### src/rtl/nn_out_collector.sv
// Captures one FRAME of fp32 results, replays it over valid/ready, then emits a max/argmax summary beat.
// Optional macro NN_OUT_RELU_EN clamps negative inputs (including -0) to +0 before storage and compare.
module nn_out_collector #(
  parameter int WIDTH = 32,
  parameter int FRAME = 9,
  parameter int IDX_W = 4
) (
  input  logic             clk,
  input  logic             rst,
  input  logic             in_valid,
  input  logic [WIDTH-1:0] in_data,
  output logic             in_ready,
  output logic             out_valid,
  input  logic             out_ready,
  output logic [WIDTH-1:0] out_data,
  output logic [IDX_W-1:0] out_idx,
  output logic             out_last,
  output logic             overflow
);

  typedef enum logic [1:0] {COLLECT, DRAIN, SUMMARY} state_t;

  localparam logic [IDX_W-1:0] LAST = IDX_W'(FRAME - 1);
  localparam logic [WIDTH-1:0] SIGN = {1'b1, {(WIDTH-1){1'b0}}};

  state_t           state;
  logic [WIDTH-1:0] frame_buf [FRAME];
  logic [IDX_W-1:0] wr_cnt;
  logic [IDX_W-1:0] rd_ptr;
  logic [IDX_W-1:0] rd_next;
  logic [WIDTH-1:0] max_val;
  logic [IDX_W-1:0] max_idx;
  logic             max_valid;
  logic [WIDTH-1:0] word;
  logic             take;

  // Map sign-magnitude floats onto an unsigned-comparable key; -0 folds onto +0.
  function automatic logic [WIDTH-1:0] order_key(input logic [WIDTH-1:0] w);
    logic [WIDTH-1:0] n;
    n = (w == SIGN) ? '0 : w;
    return n[WIDTH-1] ? ~n : (n ^ SIGN);
  endfunction

  always_comb begin
`ifdef NN_OUT_RELU_EN
    word = in_data[WIDTH-1] ? '0 : in_data;
`else
    word = in_data;
`endif
    take    = !max_valid || (order_key(word) > order_key(max_val));
    rd_next = rd_ptr + 1'b1;
  end

  always_ff @(posedge clk) begin
    if (rst) begin
      state     <= COLLECT;
      wr_cnt    <= '0;
      rd_ptr    <= '0;
      in_ready  <= 1'b1;
      out_valid <= 1'b0;
      out_data  <= '0;
      out_idx   <= '0;
      out_last  <= 1'b0;
      overflow  <= 1'b0;
      max_valid <= 1'b0;
      max_val   <= '0;
      max_idx   <= '0;
    end else begin
      if (in_valid && state != COLLECT) overflow <= 1'b1;
      case (state)
        COLLECT: begin
          if (in_valid) begin
            frame_buf[wr_cnt] <= word;
            if (take) begin
              max_val   <= word;
              max_idx   <= wr_cnt;
              max_valid <= 1'b1;
            end
            if (wr_cnt == LAST) begin
              // First replay beat is preloaded here so out_* stay registered.
              wr_cnt    <= '0;
              state     <= DRAIN;
              in_ready  <= 1'b0;
              out_valid <= 1'b1;
              out_data  <= (LAST == '0) ? word : frame_buf[0];
              out_idx   <= '0;
            end else begin
              wr_cnt <= wr_cnt + 1'b1;
            end
          end
        end
        DRAIN: begin
          if (out_ready) begin
            if (rd_ptr == LAST) begin
              rd_ptr   <= '0;
              state    <= SUMMARY;
              out_data <= max_val;
              out_idx  <= max_idx;
              out_last <= 1'b1;
            end else begin
              rd_ptr   <= rd_next;
              out_data <= frame_buf[rd_next];
              out_idx  <= rd_next;
            end
          end
        end
        SUMMARY: begin
          if (out_ready) begin
            state     <= COLLECT;
            in_ready  <= 1'b1;
            out_valid <= 1'b0;
            out_last  <= 1'b0;
            out_data  <= '0;
            out_idx   <= '0;
            max_valid <= 1'b0;
          end
        end
        default: state <= COLLECT;
      endcase
    end
  end

endmodule

### config.mk
export PLATFORM = sky130hd
export DESIGN_NAME = nn_out_collector
export DESIGN_NICKNAME = d
export VERILOG_FILES = /design/src/rtl/nn_out_collector.sv
export SDC_FILE = /design/constraint.sdc
export NUM_CORES = 1
export LEC_CHECK = 0
export ABC_CLOCK_PERIOD_IN_PS = 6250
export CAP_MARGIN = 25
export CORE_ASPECT_RATIO = 1.75
export CORE_MARGIN = 3
export CORE_UTILIZATION = 54
export CTS_CLUSTER_SIZE = 8
export DETAILED_ROUTE_END_ITERATION = 12
export GPL_TIMING_DRIVEN = 0
export HOLD_SLACK_MARGIN = 0.1
export PLACE_DENSITY = 0.74
export SETUP_SLACK_MARGIN = 0.15
export SKIP_LAST_GASP = 1
export SYNTH_ARGS = -nofsm -noshare
export SYNTH_HDL_FRONTEND = slang
export SYNTH_SLANG_ARGS = --single-unit
### constraint.sdc
create_clock -name clk -period 6.25 [get_ports clk]
set_input_delay 0.625 -clock clk [delete_from_list [all_inputs] [get_ports clk]]
set_output_delay 0.625 -clock clk [all_outputs]
set_load 0.03 [all_outputs]
# == Word level (Yosys, flattened, before mapping) ==
# Memories as Yosys holds them, arrays and structs flattened.
# Index checks and enable logic that the tools add are counted.
# word_totals
register_bits,87
latch_bits,0
mem_bits_rw,288
romBits,0
output_inout_bits,40
word_cells,90
mem_count,1
# classes
n_addsub,2
n_mul,0
div,0
order_cmp,1
n_eq_ne,12
shift,0
mux,42
bitwise_logic,4
reduce_logical,16
# memory_table
memory,words,width,rd,rd_clocked_by_memory_dff,write_ports,line,source
frame_buf,9,32,2,0,1,27,logic [WIDTH-1:0] frame_buf [FRAME];
# op_table
op,n
$mux W32,9
$pmux W32 S3,1
$eq A32 B32 Y1 const B,2
$not A32 Y32,2
$gt A32 B32 Y1,1
$mux W4,7
$mux W1,14
$ne A2 B2 Y1 const B,6
$pmux W4 S3,1
$reduce_and A4 Y1,3
$mux W2,5
$reduce_and A5 Y1,2
$add A4 B1 Y4 const B,2
$eq A4 B4 Y1 const B,2
$pmux W1 S2,4
$pmux W2 S3,1
$reduce_bool A2 Y1,3
$reduce_and A2 Y1,2
$reduce_and A3 Y1,1
$reduce_bool A3 Y1,1
$eq A2 B1 Y1 const B,1
$eq A2 B2 Y1 const B,1
$logic_not A2 Y1,1
$not A1 Y1,2
3 further kinds,3

# == Longest topological paths before layout ==
# logic_depth
word_depth,9
ltp_mapped,17

# == Least setup slack after synthesis ==
# No wires, ideal clock.
# synth_path
path_kind,in2reg
from,in rst
to,"mem frame_buf[8][0], enable pin"
arrival_ps,4138
required_time_ps,5748
path_slack_ps,1611
stages,3
path_buffers,2
path_cell_list,clkbuf_1 > clkbuf_1 > nor4_1
# synth_between
elab_chain_len,2
# synth_rtl
item,line,source
start: declaration,9,"input logic rst,"
$mux W1,55,if (rst) begin
$mux W1 (not written as such),73,frame_buf[wr_cnt] <= word;
end: declaration,27,
# No other way between the ends.

# == Final worst setup path ==
# layout_path
from,in in_data[4]
to,reg max_idx[2]
# layout_between
elab_chain_len,7
word_cells_on_any_way,8
# layout_rtl
item,line,source
start: declaration,11,"input logic [WIDTH-1:0] in_data,"
$eq A32 B32 Y1,40,n = (w == SIGN) ? '0 : w;
$mux W32 *,40,
$not A32 Y32 / $not A1 Y1 (equally long branches),-,
$mux W32 *,41,return n[WIDTH-1] ? ~n : (n ^ SIGN);
$gt A32 B32 Y1 *,50,take = !max_valid || (order_key(word) > order_key(max_val));
$logic_or A1 B1 Y1 *,50,
$reduce_and A3 Y1 (no source line) *,-,
end signal: assignment,76,max_idx <= wr_cnt;
end: declaration,32,logic [IDX_W-1:0] max_idx;
# Every way passes the cells marked *; elsewhere a longest branch is shown, timed or not.
# A chain may end at the register's enable or synchronous reset.

==> results by group <==
Outcome
  • Status: completed

Global route
  • Largest net degree at the start of global routing: 20
  • First-pass GRT wire length: between 60000 and 70000 microns
  • Grt ovf: 0
  • Initial antenna violation count: 0
  • Vias in the first global route: ~12000
  • Gr usage total: 26.42%

Floorplanning
  • Die X: between 100 and 150 microns
  • Initial core utilization: between 50 and 60%
  • Die ar.: around 33000 sq um
  • Row cnt: 84
  • Core area: ~30000 sq um
  • Chip height: approximately 240 microns
  • Num ports: 76

STA
  • Peak Freq: 201.2 MHz
  • # setup viols final: 0
  • Worst Tran Pin Value: approximately 1.1 ns
  • Tmin final: roughly 5.0 ns
  • Hold Fails Final Rpt: 0
  • Post-Route Setup TNS: 0 ns
  • Period utilization: about 80%
  • Max-slew violations: 0
  • Hold slack: 0.4623 ns
  • Slew Limit Headroom: 25.04%
  • Unrepaired setup endpoints after global routing: no
  • Skew final: between 0.01 and 0.015 ns

Power
  • PD cells: between 200 and 300 nW/um^2
  • Logic pwr share: just over 8%
  • Maximum vdd drop: between 0.2 and 0.25 mV
  • P_int: ~4.5 mW
  • Sw Ratio: 22.53%
  • Tot Pwr: a little under 6 mW
  • Clock network power share: 44.5%
  • Leakage: 6.828 nW
  • Share of total power in sequential cells: between 40% and 50%
  • Switching pwr: 1.320 mW

Synthesis
  • Top-count cell post-synth: edfxtp_1
  • Yosys reg bits: between 300 and 400
  • Synthesized instance count: between 1000 and 1500
  • Mapped Area: ~17000 sq um
  • Synth warn: 0
  • Number of synthesized flops with an enable pin: approximately 290
  • Netlist cell types: 58
  • Synth top area share: about half
  • Average size of a mapped cell: ~13 sq um
  • Syn_nets: between 1000 and 1500
  • Sequential area share after synthesis: about three fifths
  • Asr flop ratio synth: 0%
  • Synth area leader: edfxtp_1
  • Top post-synthesis cells by area: edfxtp_1 51%, dfxtp_1 10%, mux4_2 8.6%, ha_1 3.0%, nand2_1 2.9%
  • Synth top cells by count: 288 x edfxtp_1, 132 x nand2_1, 87 x dfxtp_1
  • Ys flop type: edfxtp_1

Final layout
  • P&R area growth vs syn: 18.25%
  • Fillers: 2237
  • Antenna fix cells: 0
  • Fin area: between 15000 and 20000 sq um
  • Sequential cell area: 10390 sq um
  • Nets: roughly 1500
  • Multi-input gate area: 5949 sq um
  • Layout cells sized above 1: a little under an eighth
  • Non-Filler Instances: roughly 1800

Clock network
  • Clk buf depth: 3
  • CTS Hold Bufs: 0
  • Resize count post-CTS: 0
  • CTS tree: built
  • Root Buffer: clkbuf_16
  • CTS Sinks: between 300 and 400
  • Clk Latency, worst-skew pair: 0.56 ns
  • Total CTS buffers: 52
  • Post-CTS setup buffer count: 0
  • Clock transition at path regs: 0.05 ns
  • CTS H-tree depth: 2

Setup path
  • Worst Setup End Kind: flop
  • Crit path required time: about 6.7 ns
  • CP max-delay cell: clkdlybuf4s50_1
  • Crit path launch type: input pin
  • Crit path max fanout: 12
  • Crit Path Category: in2reg
  • Crit-path max cell delay: roughly 0.72 ns
  • Cells along the critical path: clkdlybuf4s50_1, nor4_1, nand4_1, nor2_1, clkbuf_1, nor2_1, ha_1, nand4_1, nor3_2, o21ai_1, o31ai_4, a211oi_4, nor3_2, buf_6, buf_12, mux2i_1
  • Arrival @ worst endpoint: between 5 and 6 ns

Route
  • Final wirelength: 43860 microns
  • TritonRoute pass-1 iters: 6
  • Via count: approximately 11000
  • Routed len/inst: around 24 microns
  • # DRC: 0
  • Vias per cell: roughly 6
  • Final ANT Viol Nets: 0
  • Initial DRC count: ~800

Min path
  • Class of the worst hold path: reg2reg

Flow run
  • Max Cap Viol: 0

Placed design
  • DP Area: about 18000 sq um
  • Port-buffer cells: 73
  • Detailed Place HPWL: roughly 31000 microns
  • Dpl cells: between 1500 and 2000
  • Gp weighted congestion: 0.9372
[layout make-up]
cell class                      instances  area share [%]
Inverter                               41          0.7732
Tap cell                              387           2.433
Buffer                                 86           2.037
Multi-Input combinational cell        751           29.89
Clock buffer                           97           7.600
Timing Repair Buffer                   86           4.985
Sequential cell                       375           52.20
Clock inverter                          1         0.08172
[through the flow]
stage	worst slack [ns]	utilization [%]
floorplan	1.611	-
global placement	-1.144	59.42
detailed placement	0.7204	60.45
CTS	1.256	65.48
global route	1.095	65.53
finish	1.280	65.53
[power groups by stage]
stage | logic (mW) | registers [mW] | clock network (mW)
floorplan | 0.321 | 2.81 | 0
global placement | 0.458 | 2.82 | 0
detailed placement | 0.477 | 2.82 | 0
CTS | 0.481 | 2.77 | 2.64
global route | 0.528 | 2.77 | 2.75
finish | 0.479 | 2.77 | 2.61
[cells in the final DEF (no fill, tap or decap), drive strengths merged, types with 41 or more instances in the layout]
| cell type | instances |
|---|---|
| clkdlybuf4s50 | 73 |
| inv | 41 |
| clkbuf | 157 |
| mux4 | 64 |
| edfxtp | 288 |
| o21ai | 42 |
| nand2b | 69 |
| nand2 | 132 |
| ha | 41 |
| nor2 | 86 |
| a21oi | 62 |
| dfxtp | 87 |
[registers in the layout, indices dropped and copies added (netlist names)]
register,count
overflow,1
max_idx,4
max_val,32
out_data,32
in_ready,1
state,2
out_idx,4
wr_cnt,4
rd_ptr,4
max_valid,1
frame_buf,288
out_valid,1
out_last,1
[per-layer routing]
metal  vias up  track usage [%]  part of all wire (%)
li1       5009                -                     -
met2       433            48.68                    54
met1      5556            30.14                    36
met3       113            3.496                   5.0
met5         -                0                     0
met4         0            12.76                   4.7
[logic make-up (layout without fill, tap and decap cells)]
| group | count (synthesis) | in the layout | share of synthesized area (%) |
|---|---|---|---|
| buffers and inverters | 127 | 311 | 3.323 |
| adder cells (fa/ha/maj) | 42 | 42 | 3.107 |
| multiplexers | 99 | 99 | 10.64 |
| AO/OA/AOI/OAI | 196 | 196 | 7.969 |
| XOR/XNOR | 65 | 65 | 3.382 |
| AND/OR/NAND/NOR | 349 | 349 | 9.849 |
| flip-flops | 375 | 375 | 61.73 |
[path summary, 6_finish.rpt]
path / startpoint / end / slack [ns] / depth (start not counted)
min reg2reg: out_idx[1] / out_idx[1] / 0.46 / 2
max: in_data[4] / max_idx[2] / 1.28 / 16
max reg2reg: rd_ptr[0] / out_data[0] / 1.91 / 13
min: out_idx[1] / out_idx[1] / 0.46 / 2
[worst max-delay path: cells and delay by family]
kind            cells  cell delay [ns]
mux                 1             0.22
buf+inv             4             1.52
fa+ha+maj           1             0.37
compound gates      3             0.72
simple gates        7             1.98
(Power assumes the default switching activity.)
